`src/rtl/ciclo_lavado.sv`:
```
// Wash-cycle sequencer: turns payment grants into timed fill/agitate/rinse/spin/dry phases.
// Define ENCOLAR_EN to add a one-deep pending-grant buffer; by default busy grants are rejected.
module ciclo_lavado #(
    parameter int T_LLENADO  = 2,
    parameter int T_LAVADO   = 4,
    parameter int T_ENJUAGUE = 3,
    parameter int T_CENTRIF  = 2,
    parameter int T_SECADO   = 5,
    parameter int CNT_W      = 8
) (
    input  logic       clk,
    input  logic       rst,
    input  logic       SECADO,
    input  logic       LAVADO,
    input  logic       LAVADO_PESADO,
    input  logic       puerta_cerrada,
    input  logic       cancelar,
    output logic       ocupado,
    output logic       puerta_bloqueada,
    output logic       llenar,
    output logic       agitar,
    output logic       enjuagar,
    output logic       centrifugar,
    output logic       secar,
    output logic       fin,
    output logic       rechazo,
    output logic [2:0] estado
);

    typedef enum logic [2:0] {
        ST_IDLE,
        ST_ESPERA,
        ST_LLENADO,
        ST_LAVADO,
        ST_ENJUAGUE,
        ST_CENTRIF,
        ST_SECADO,
        ST_FIN
    } estado_t;

    typedef enum logic [1:0] {
        M_NINGUNO,
        M_SECADO,
        M_LAVADO,
        M_PESADO
    } modo_t;

    // Counter reload values are length-1: a phase of length L spends L cycles in its state.
    localparam logic [CNT_W-1:0] C_LLENADO    = CNT_W'(T_LLENADO - 1);
    localparam logic [CNT_W-1:0] C_LAVADO     = CNT_W'(T_LAVADO - 1);
    localparam logic [CNT_W-1:0] C_LAVADO_P   = CNT_W'(2 * T_LAVADO - 1);
    localparam logic [CNT_W-1:0] C_ENJUAGUE   = CNT_W'(T_ENJUAGUE - 1);
    localparam logic [CNT_W-1:0] C_ENJUAGUE_P = CNT_W'(2 * T_ENJUAGUE - 1);
    localparam logic [CNT_W-1:0] C_CENTRIF    = CNT_W'(T_CENTRIF - 1);
    localparam logic [CNT_W-1:0] C_SECADO     = CNT_W'(T_SECADO - 1);
    localparam logic [CNT_W-1:0] UNO          = CNT_W'(1);

    estado_t          est, est_n;
    modo_t            modo, modo_n, modo_grant;
    logic [CNT_W-1:0] cnt, cnt_n;
    logic             hay_grant;
    logic             rech_n;
    logic             pesado;

`ifdef ENCOLAR_EN
    logic  buf_full, buf_full_n;
    modo_t buf_modo, buf_modo_n;
`endif

    assign estado    = est;
    assign hay_grant = SECADO | LAVADO | LAVADO_PESADO;
    assign pesado    = (modo == M_PESADO);

    always_comb begin
        modo_grant = M_NINGUNO;
        if (LAVADO_PESADO) begin
            modo_grant = M_PESADO;
        end else if (LAVADO) begin
            modo_grant = M_LAVADO;
        end else if (SECADO) begin
            modo_grant = M_SECADO;
        end
    end

    always_comb begin
        est_n  = est;
        modo_n = modo;
        rech_n = 1'b0;
        cnt_n  = (cnt != '0) ? cnt - UNO : '0;
`ifdef ENCOLAR_EN
        buf_full_n = buf_full;
        buf_modo_n = buf_modo;
`endif

        // Grants outside IDLE are busy; the state case below may still clear the buffer.
        if (hay_grant && est != ST_IDLE) begin
`ifdef ENCOLAR_EN
            if (!buf_full) begin
                buf_full_n = 1'b1;
                buf_modo_n = modo_grant;
            end else begin
                rech_n = 1'b1;
            end
`else
            rech_n = 1'b1;
`endif
        end

        unique case (est)
            ST_IDLE: begin
                cnt_n = '0;
                if (hay_grant) begin
                    est_n  = ST_ESPERA;
                    modo_n = modo_grant;
                end
`ifdef ENCOLAR_EN
                else if (buf_full) begin
                    est_n      = ST_ESPERA;
                    modo_n     = buf_modo;
                    buf_full_n = 1'b0;
                end
`endif
            end

            ST_ESPERA: begin
                if (cancelar) begin
                    est_n  = ST_IDLE;
                    modo_n = M_NINGUNO;
`ifdef ENCOLAR_EN
                    buf_full_n = 1'b0;
`endif
                end else if (puerta_cerrada) begin
                    if (modo == M_SECADO) begin
                        est_n = ST_SECADO;
                        cnt_n = C_SECADO;
                    end else begin
                        est_n = ST_LLENADO;
                        cnt_n = C_LLENADO;
                    end
                end
            end

            ST_LLENADO, ST_LAVADO, ST_ENJUAGUE: begin
                if (cancelar) begin
                    // Abort still drains the drum with a full spin.
                    est_n = ST_CENTRIF;
                    cnt_n = C_CENTRIF;
`ifdef ENCOLAR_EN
                    buf_full_n = 1'b0;
`endif
                end else if (cnt == '0) begin
                    if (est == ST_LLENADO) begin
                        est_n = ST_LAVADO;
                        cnt_n = pesado ? C_LAVADO_P : C_LAVADO;
                    end else if (est == ST_LAVADO) begin
                        est_n = ST_ENJUAGUE;
                        cnt_n = pesado ? C_ENJUAGUE_P : C_ENJUAGUE;
                    end else begin
                        est_n = ST_CENTRIF;
                        cnt_n = C_CENTRIF;
                    end
                end
            end

            ST_CENTRIF: begin
                if (cnt == '0) begin
                    est_n = ST_FIN;
                end
            end

            ST_SECADO: begin
                if (cancelar || cnt == '0) begin
                    est_n = ST_FIN;
                    cnt_n = '0;
                end
`ifdef ENCOLAR_EN
                if (cancelar) begin
                    buf_full_n = 1'b0;
                end
`endif
            end

            ST_FIN: begin
                est_n  = ST_IDLE;
                modo_n = M_NINGUNO;
                cnt_n  = '0;
`ifdef ENCOLAR_EN
                if (buf_full) begin
                    est_n      = ST_ESPERA;
                    modo_n     = buf_modo;
                    buf_full_n = 1'b0;
                end
`endif
            end

            default: begin
                est_n  = ST_IDLE;
                modo_n = M_NINGUNO;
                cnt_n  = '0;
            end
        endcase
    end

    // Outputs are decoded from the next state so they line up with the registered state.
    always_ff @(posedge clk or negedge rst) begin
        if (!rst) begin
            est              <= ST_IDLE;
            modo             <= M_NINGUNO;
            cnt              <= '0;
            ocupado          <= 1'b0;
            puerta_bloqueada <= 1'b0;
            llenar           <= 1'b0;
            agitar           <= 1'b0;
            enjuagar         <= 1'b0;
            centrifugar      <= 1'b0;
            secar            <= 1'b0;
            fin              <= 1'b0;
            rechazo          <= 1'b0;
`ifdef ENCOLAR_EN
            buf_full         <= 1'b0;
            buf_modo         <= M_NINGUNO;
`endif
        end else begin
            est              <= est_n;
            modo             <= modo_n;
            cnt              <= cnt_n;
            ocupado          <= (est_n != ST_IDLE);
            puerta_bloqueada <= (est_n == ST_LLENADO) || (est_n == ST_LAVADO) ||
                                (est_n == ST_ENJUAGUE) || (est_n == ST_CENTRIF) ||
                                (est_n == ST_SECADO);
            llenar           <= (est_n == ST_LLENADO);
            agitar           <= (est_n == ST_LAVADO);
            enjuagar         <= (est_n == ST_ENJUAGUE);
            centrifugar      <= (est_n == ST_CENTRIF);
            secar            <= (est_n == ST_SECADO);
            fin              <= (est_n == ST_FIN);
            rechazo          <= rech_n;
`ifdef ENCOLAR_EN
            buf_full         <= buf_full_n;
            buf_modo         <= buf_modo_n;
`endif
        end
    end

endmodule

```
`config.mk`:
```
export PLATFORM = sky130hd
export DESIGN_NAME = ciclo_lavado
export DESIGN_NICKNAME = d
export VERILOG_FILES = /design/src/rtl/ciclo_lavado.sv
export SDC_FILE = /design/constraint.sdc
export NUM_CORES = 1
export LEC_CHECK = 0
export BUFFER_PORTS_ARGS = -buffer_cell sky130_fd_sc_hd__clkbuf_2
export CAP_MARGIN = 30
export CORE_MARGIN = 5
export CORE_UTILIZATION = 58
export CTS_BUF_LIST = sky130_fd_sc_hd__clkbuf_8
export CTS_CLUSTER_DIAMETER = 120
export DETAILED_ROUTE_END_ITERATION = 16
export PLACE_DENSITY = 0.86
export RECOVER_POWER = 100
export SYNTH_ARGS = -nofsm -noshare
export SYNTH_HDL_FRONTEND = slang
export SYNTH_SLANG_ARGS = --single-unit
```
`constraint.sdc`:
```
create_clock -name clk -period 2.28 [get_ports clk]
set_input_delay 0.228 -clock clk [delete_from_list [all_inputs] [get_ports clk]]
set_output_delay 0.228 -clock clk [all_outputs]
set_load 0.01 [all_outputs]
```
==> results.yml, run 1 <==
clock_tree:
  cts_resized: 0
  clock-sinks: 22
  hold_buffers: 1
  cts_tree: "yes"
  cts.htree.levels: 1
  clkTransAtPathRegs_ns: 0.08
  root_buffer: "clkbuf_8"
  post_cts_buffers: 0
  clk_path_buf_depth: 2
  clkLatencyLatePin_ns: 0.26
  cts_made_buffers: 3
setup_path:
  path_class: "reg -> reg"
  cpPeakStageDelay_ns: 0.43
  r2r_cells: 5
  reg2reg_from: "cnt[6]"
  critPathArrivalTime_ns: 2.19
  crit_family: "simple AND/OR/NAND/NOR gates"
  r2r_slack_ns: 0.25
  start_kind: "register"
  cp_data_required_time_ns: 2.44
  cp-end-kind: "register"
  cp-startpoint: "cnt[6]"
  rr_endpoint: "puerta_bloqueada"
  cp.buffers_inverters: 0
  crit_path_top_delay_cell: "dfrtp_1"
  worst-path-max-fanout: 7
  crit_chain: "nor4_2, and3_1, mux2i_1, a22oi_4, o21ba_1"
job:
  cap_violations: 0
grt:
  antenna_found_initial: 0
  first_global_vias: 1023
  grt_usage: 0.194
  grtUsageMet1: 0.256
  grt.busiest_layer: "met2"
  grt_overflow_total: 0
  grt_util_met2: 0.302
  grt_pass1_wl_um: 4860
  grt_start_max_net_pins: 23
  use_met3: 0.0391
finish:
  diodes: 0
  design_area_um2: 1420
  fin_util: 0.662
  final_nets: 165
  area_growth_pct: 12.2
  fin_cells: 183
  drive_above_1_share: 0.116
detailed_routing:
  num_vias: 1075
  ant_nets: 0
  dr.pass1.iters: 4
  wl_per_cell_um: 15.3
  viasPerCell: 5.87
  drcViolationCount: 0
  drtIter0Drc: 60
  drt-total-wl_um: 2810
sta:
  finalCritPeriodShare: 0.890
  fin_hold_ws_ns: 0.253
  setup_violations: 0
  period_needed_ns: 2.03
  hold_violations: 0
  maxSlewViolCount: 0
  relSlewSlack: 0.225
  tightest_slew_ns: 1.16
  rsz0062_at_grt: "false"
  finalSetupTns_ns: 0
  setup_slack_ns: 0.251
  clock_skew_ns: 0.00271
  max_freq_ghz: 0.493
yosys:
  yosys.area.top_type_share: 0.434
  synth-edff-count: 0
  ys_types: 48
  synth_flop_cell: "dfrtp_1"
  synth_area_um2: 1270
  syn-num-nets: 145
  ys_async_sr_fraction: 1.00
  synthTopCellsByArea: "dfrtp_1, nor2_1, nand2_1, nand3_1, o21ai_0"
  synth-seq-area-share: 0.434
  synth_seq_cells: 22
  syn_inst: 136
  ys_warn_count: 0
  syn_avg_cell_area_um2: 9.32
  yosysTopAreaCell: "dfrtp_1"
die:
  core-area_um2: 2150
  die_y_um: 56.7
  start_util: 0.590
  rows: 17
  dieArea_um2: 3220
  io_pins: 19
  die_w_um: 56.7
worst_hold_path:
  hold_path.class: "in -> reg"
  hold_end: "modo[1]"
  hold_depth: 3
  min_from: "LAVADO_PESADO"
run_status:
  outcome: "completed"
power:
  leakage_nw: 0.620
  report.power.total_mw: 2.22
  p_per_area_nw_per_um2: 1560
  peakVddDrop_v: 0.000883
placement:
  placed_cell_area_um2: 1370
  port_buffers: 18
  dp.cells: 178
  pre_cts_ws_ns: 0.296
  place_congestion: 0.981
  dp_hpwl_um: 2130
## tightest hold or removal path, delay by kind of cell
| family | cells | cell delay [ns] |
|---|---|---|
| buffers and inverters | 1 | 0.10 |
| AND/OR/NAND/NOR | 1 | 0.08 |
| AO/OA/AOI/OAI | 1 | 0.07 |
## synthesized netlist by cell type (2+ instances only)
master	count
dfrtp_1	22
nor2_1	17
nand2_1	11
nand3_1	8
inv_1	7
o21ai_0	6
a21oi_1	5
nor2b_1	4
nor3_1	4
buf_2	3
nand2b_1	3
a31oi_1	2
clkbuf_1	2
ha_1	2
mux2i_1	2
o21bai_1	2
o22ai_1	2
o41ai_1	2
or3_1	2
xor2_1	2
## area by class of cell
cell class / count / area (µm²)
clock inverter: 1 / 30.0
timing repair buffer: 21 / 95.1
clock buffer: 3 / 41.3
multi-input combinational: 100 / 638
sequential: 22 / 551
fill: 180 / 726
tap: 28 / 35.0
inverter: 8 / 32.5
## logic make-up (layout without fill, tap and decap cells)
family / count (synthesis) / after routing / share of synthesized area
simple gates: 58 / 58 / 0.231
compound gates: 34 / 34 / 0.217
flops: 22 / 22 / 0.434
buf+inv: 14 / 33 / 0.0523
xor+xnor: 3 / 3 / 0.0207
mux: 3 / 3 / 0.0247
fa+ha+maj: 2 / 2 / 0.0197
## power by group
| group | leakage, nW | total [mW] | internal [mW] | switching (mW) |
|---|---|---|---|---|
| registers | 0.282 | 0.716 | 0.552 | 0.164 |
| clock network | 0.0357 | 0.357 | 0.234 | 0.123 |
| logic | 0.303 | 1.15 | 0.461 | 0.689 |
## worst max-delay path by stage
stage | cells past startpoint | endpoint
2_1_floorplan | 6 | puerta_bloqueada
3_3_place_gp | 5 | puerta_bloqueada
3_5_place_dp | 5 | puerta_bloqueada
4_1_cts | 5 | puerta_bloqueada
5_1_grt | 5 | centrifugar
6_report | 5 | puerta_bloqueada
## state kept, by name, indices dropped and copies added, names as in the netlist
signal and count:
ocupado 1, puerta_bloqueada 1, modo 2, secar 1, centrifugar 1, enjuagar 1
rechazo 1, cnt 8, agitar 1, estado 3, llenar 1, fin 1
## layout by cell type (no fill, tap or decap), types with 2 or more instances in the layout
master    instances
dfrtp_1          22
nor2_1           18
clkbuf_1         14
nand2_1          11
nand3_1           8
inv_1             7
o21ai_0           6
nor3_1            5
a21oi_1           5
clkbuf_2          5
nor2b_1           4
nand2b_1          3
clkbuf_8          3
o21bai_1          2
o22ai_1           2
a31oi_1           2
mux2i_1           2
o211ai_1          2
or3_1             2
xor2_1            2
o41ai_1           2
ha_1              2
## routing by layer
metal / vias up / routed length [µm]
met5: - / 0
met4: 0 / 68
met3: 7 / 185
met2: 41 / 1370
met1: 506 / 1180
li1: 521 / -
No activity file was read; power rests on OpenSTA's default activity.
==> run 2, diff against run 1 <==
- ABC_AREA: not set -> 1
==> results.yml, run 2 <==
finish:
  diodes: 0
  final_nets: 214
  area_growth_pct: 11.9
  drive_above_1_share: 0.108
  fill_cells: 200
  regMostFlops: "cnt"
  fin_cells: 232
  largest_reg_flops: 8
  final_common_cell: "nand2_1"
  final_cell_mix: "nand2_1, inv_1, nor2_1"
yosys:
  ys_async_sr_fraction: 1.00
  ys_types: 25
  synthTopCellsByArea: "dfrtp_1, nand2_1, inv_1, nor2_1, nand3_1"
  synthTopCellsByCount: "nand2_1, inv_1, nor2_1"
  syn_inst: 182
  synth_flop_cell: "dfrtp_1"
  syn_avg_cell_area_um2: 7.20
  yosysMostFrequentCell: "nand2_1"
  synth-edff-count: 0
  syn-num-nets: 191
  synth-seq-area-share: 0.420
  synth_seq_cells: 22
  yosysTopAreaCell: "dfrtp_1"
  ys_warn_count: 0
  synth_area_um2: 1310
  yosys.area.top_type_share: 0.420
sta:
  hold_violations: 0
  clock_skew_ns: 0.00403
  finalSetupTns_ns: 0
  maxSlewViolCount: 0
  relSlewSlack: 0.240
  rsz0062_at_grt: "false"
  setup_violations: 0
  period_needed_ns: 1.74
  finalCritPeriodShare: 0.764
  max_freq_ghz: 0.574
  tightest_slew_ns: 1.14
detailed_routing:
  dr.pass1.iters: 4
  viasPerCell: 5.06
  drtIter0Drc: 41
  drt-total-wl_um: 2710
  wl_per_cell_um: 11.7
  num_vias: 1174
  drcViolationCount: 0
  ant_nets: 0
die:
  die_y_um: 57.5
  dieArea_um2: 3310
  io_pins: 19
  core-area_um2: 2190
  start_util: 0.599
  rows: 17
  die_w_um: 57.5
placement:
  place_congestion: 0.988
  port_buffers: 18
  dp.cells: 227
  dp_hpwl_um: 2180
job:
  cap_violations: 0
power:
  p_per_area_nw_per_um2: 1550
  leakage_nw: 0.771
  peakVddDrop_v: 0.00102
  report.power.total_mw: 2.27
clock_tree:
  hold_buffers: 1
  cts_made_buffers: 3
  clk_path_buf_depth: 2
  clkTransAtPathRegs_ns: 0.08
  cts.htree.levels: 1
  clock-sinks: 22
  post_cts_buffers: 0
  clkLatencyLatePin_ns: 0.26
  root_buffer: "clkbuf_8"
  cts_resized: 0
  cts_tree: "yes"
worst_hold_path:
  hold_path.class: "in -> reg"
setup_path:
  critPathArrivalTime_ns: 1.94
  path_class: "reg -> reg"
  worst-path-max-fanout: 9
  cp-end-kind: "register"
  cp_data_required_time_ns: 2.48
  start_kind: "register"
grt:
  grt_pass1_wl_um: 4830
  grt_start_max_net_pins: 23
  first_global_vias: 1146
  grt_usage: 0.183
  antenna_found_initial: 0
  grt_overflow_total: 0
run_status:
  outcome: "completed"
run 2: path summary, 6_finish.rpt:
check	from	to	slack, ns	depth (start not counted)
max	cnt[0]	enjuagar	0.54	12
min	SECADO	rechazo	0.28	5
max reg2reg	cnt[0]	enjuagar	0.54	12
min reg2reg	modo[1]	modo[1]	0.56	2
max in group asynchronous	rst	agitar	0.90	2
min in group asynchronous	rst	cnt[7]	0.71	2
run 2: cell type report:
cell class | instances | area [µm²] | share of cell area
multi-input cells | 128 | 611 | 0.416
flip-flops and latches | 22 | 551 | 0.375
inverters | 31 | 116 | 0.0793
repair buffers | 19 | 83.8 | 0.0571
clock buffers | 3 | 41.3 | 0.0281
well taps | 28 | 35.0 | 0.0239
clock inverters | 1 | 30.0 | 0.0205
run 2: power breakdown:
group | internal (mW) | leakage, nW | total [mW] | switching, mW
Clock | 0.234 | 0.0357 | 0.362 | 0.127
Combinational | 0.400 | 0.458 | 1.24 | 0.844
Sequential | 0.552 | 0.278 | 0.664 | 0.112
run 2: logic make-up after synthesis:
group | Yosys count | share of synthesized area
buf+inv | 32 | 0.0973
flops | 22 | 0.420
fa+ha+maj | 2 | 0.0191
simple gates | 97 | 0.325
compound gates | 27 | 0.125
xor+xnor | 2 | 0.0134
run 2: stage by stage:
step | utilization | hold slack (ns) | instance area (µm²) | setup WS [ns]
after CTS | 0.688 | 0.282 | 1510 | 0.632
after detailed placement | 0.650 | 0.237 | 1430 | 0.649
final | 0.670 | 0.280 | 1470 | 0.539
after global routing | 0.670 | 0.301 | 1470 | 0.313
after global placement | 0.650 | 0.223 | 1430 | 0.692
after floorplan | - | -0.0676 | 1310 | 0.815
run 2: routing by layer:
layer / share of wire / global-route usage / routed length [µm]
met2: 0.49 / 0.303 / 1340
met5: 0 / 0 / 0
met1: 0.46 / 0.244 / 1240
met4: 0.011 / 0.0563 / 29
met3: 0.035 / 0.0271 / 94
run 2: critical path, cell delays in order (launching register included):
cell	delay (ns)
dfrtp_1	0.38
inv_1	0.09
ha_1	0.17
inv_1	0.06
nor2_1	0.14
nand2_1	0.20
nand2_1	0.11
nand3_1	0.06
nand2_1	0.06
nand2_1	0.05
nand2_1	0.16
inv_1	0.10
nor2_1	0.10
==> run 3, diff against run 2 <==
- CORE_UTILIZATION: 58 -> 53
- PLACE_DENSITY: 0.86 -> 0.83
- clock period: 2.28 -> 1.4 ns (I/O delays scaled with it)
==> results.yml, run 3 (synthesis gave the netlist of run 2 again) <==
placement:
  port_buffers: 18
  place_congestion: 0.928
  dp_hpwl_um: 2440
grt:
  antenna_found_initial: 0
  grt_start_max_net_pins: 23
  grt_overflow_total: 0
  grt_pass1_wl_um: 5880
  first_global_vias: 1402
  grt_usage: 0.216
setup_path:
  cp-end-kind: "register"
  start_kind: "register"
  worst-path-max-fanout: 3
  critPathArrivalTime_ns: 1.76
  cp_data_required_time_ns: 1.59
  path_class: "reg -> reg"
power:
  power_frac_comb: 0.693
  report.power.total_mw: 5.60
  peakVddDrop_v: 0.00225
  p_sw_mw: 2.63
  clockPowerShare: 0.109
  leakage_nw: 1.02
  seq_power_share: 0.198
  swShare: 0.469
  p_per_area_nw_per_um2: 2730
  power.internal_mw: 2.97
die:
  core-area_um2: 2430
  die_y_um: 59.7
  rows: 18
  io_pins: 19
  dieArea_um2: 3570
  start_util: 0.539
  die_w_um: 59.7
run_status:
  outcome: "finished, violations left"
  violations: "negative setup slack"
detailed_routing:
  num_vias: 1480
  drtIter0Drc: 77
  drcViolationCount: 0
  viasPerCell: 5.36
  dr.pass1.iters: 4
  wl_per_cell_um: 15.1
  drt-total-wl_um: 4150
  ant_nets: 0
finish:
  largest_reg_flops: 8
  final_common_cell: "buf_4"
  final_nets: 256
  fin_util: 0.843
  final_cell_mix: "buf_4, nand2_1, inv_1"
  regMostFlops: "cnt"
  drive_above_1_share: 0.484
  area_growth_pct: 56.4
  diodes: 0
clock_tree:
  root_buffer: "clkbuf_8"
  clock-sinks: 22
  cts_tree: "yes"
  clk_path_buf_depth: 2
  clkTransAtPathRegs_ns: 0.09
  cts_made_buffers: 3
  clkLatencyLatePin_ns: 0.27
  cts.htree.levels: 1
sta:
  relSlewSlack: 0.635
  finalCritPeriodShare: 1.13
  setup_slack_ns: -0.177
  tightest_slew_ns: 0.548
  maxSlewViolCount: 0
  clock_skew_ns: 0.00950
  max_freq_ghz: 0.634
  setup_violations: 14
  rsz0062_at_grt: "true"
  period_needed_ns: 1.58
  hold_violations: 0
  finalSetupTns_ns: -1.16
job:
  cap_violations: 0
worst_hold_path:
  hold_path.class: "in -> reg"
## run 3: changes by cell type in the layout (fill, tap and decap cells not counted), moves of 6 or more
cell	before	now
buf_4	0	36
buf_6	0	6
inv_1	28	21
nand2_1	47	33
nand2_2	4	15
nor2_1	26	16
nor2_2	2	8
## run 3: layout make-up
cell class,instances,area (µm²)
clock buffers,3,41.3
clock inverters,1,30.0
well taps,30,37.5
fillers,145,382
inverters,31,124
flip-flops and latches,22,554
multi-input cells,128,837
repair buffers,61,427
## run 3: final timing paths
check | start | slack [ns] | to | depth (start not counted)
max | cnt[5] | -0.18 | centrifugar | 9
min | SECADO | 0.17 | rechazo | 5
max reg2reg | cnt[5] | -0.18 | centrifugar | 9
min reg2reg | modo[0] | 0.55 | modo[0] | 2
max in group asynchronous | rst | 0.64 | estado[0] | 2
min in group asynchronous | rst | 0.37 | centrifugar | 2
## run 3: critical path, cell delays in order (launching register included)
cell and delay (ns):
dfrtp_1 0.39, nor2_1 0.20, nand2_2 0.13, inv_2 0.09, nand3_2 0.09, nand2_2 0.10, nand2_1 0.10, nand2_2 0.12
nand3_2 0.09, nor2_1 0.19
## run 3: per-layer routing
layer / vias up / GRT usage / wire [µm]
met5: - / 0 / 0
met4: 0 / 0.114 / 198
met1: 688 / 0.257 / 1590
li1: 698 / - / -
met3: 20 / 0.0389 / 218
met2: 74 / 0.367 / 2150
## run 3: metrics by stage
stage / instance area, µm² / setup slack [ns] / instances / hold WS (ns)
3_5_place_dp: 1700 / -0.139 / 262 / 0.141
3_3_place_gp: 1700 / -0.0830 / 262 / 0.140
5_1_grt: 2050 / -0.274 / 276 / 0.227
6_report: 2050 / -0.177 / 276 / 0.169
4_1_cts: 1900 / -0.118 / 273 / 0.181
2_1_floorplan: 1330 / -0.0188 / 182 / -0.156
## run 3: what timing repair did
action,CTS,global route
resized for setup,20,41
pin swaps,11,19
hold endpoints to repair,22,0
buffers inserted,6,4
hold buffers,1,0
endpoints found under the setup margin,18,20
## run 3: power by group through the flow
stage               Clock, mW  Combinational, mW  Sequential, mW
finish                  0.613               3.88            1.11
global route            0.630               4.21            1.13
CTS                     0.594               3.23            1.08
detailed placement          0               2.82            1.11
global placement            0               2.74            1.10
floorplan                   0               1.66            1.14
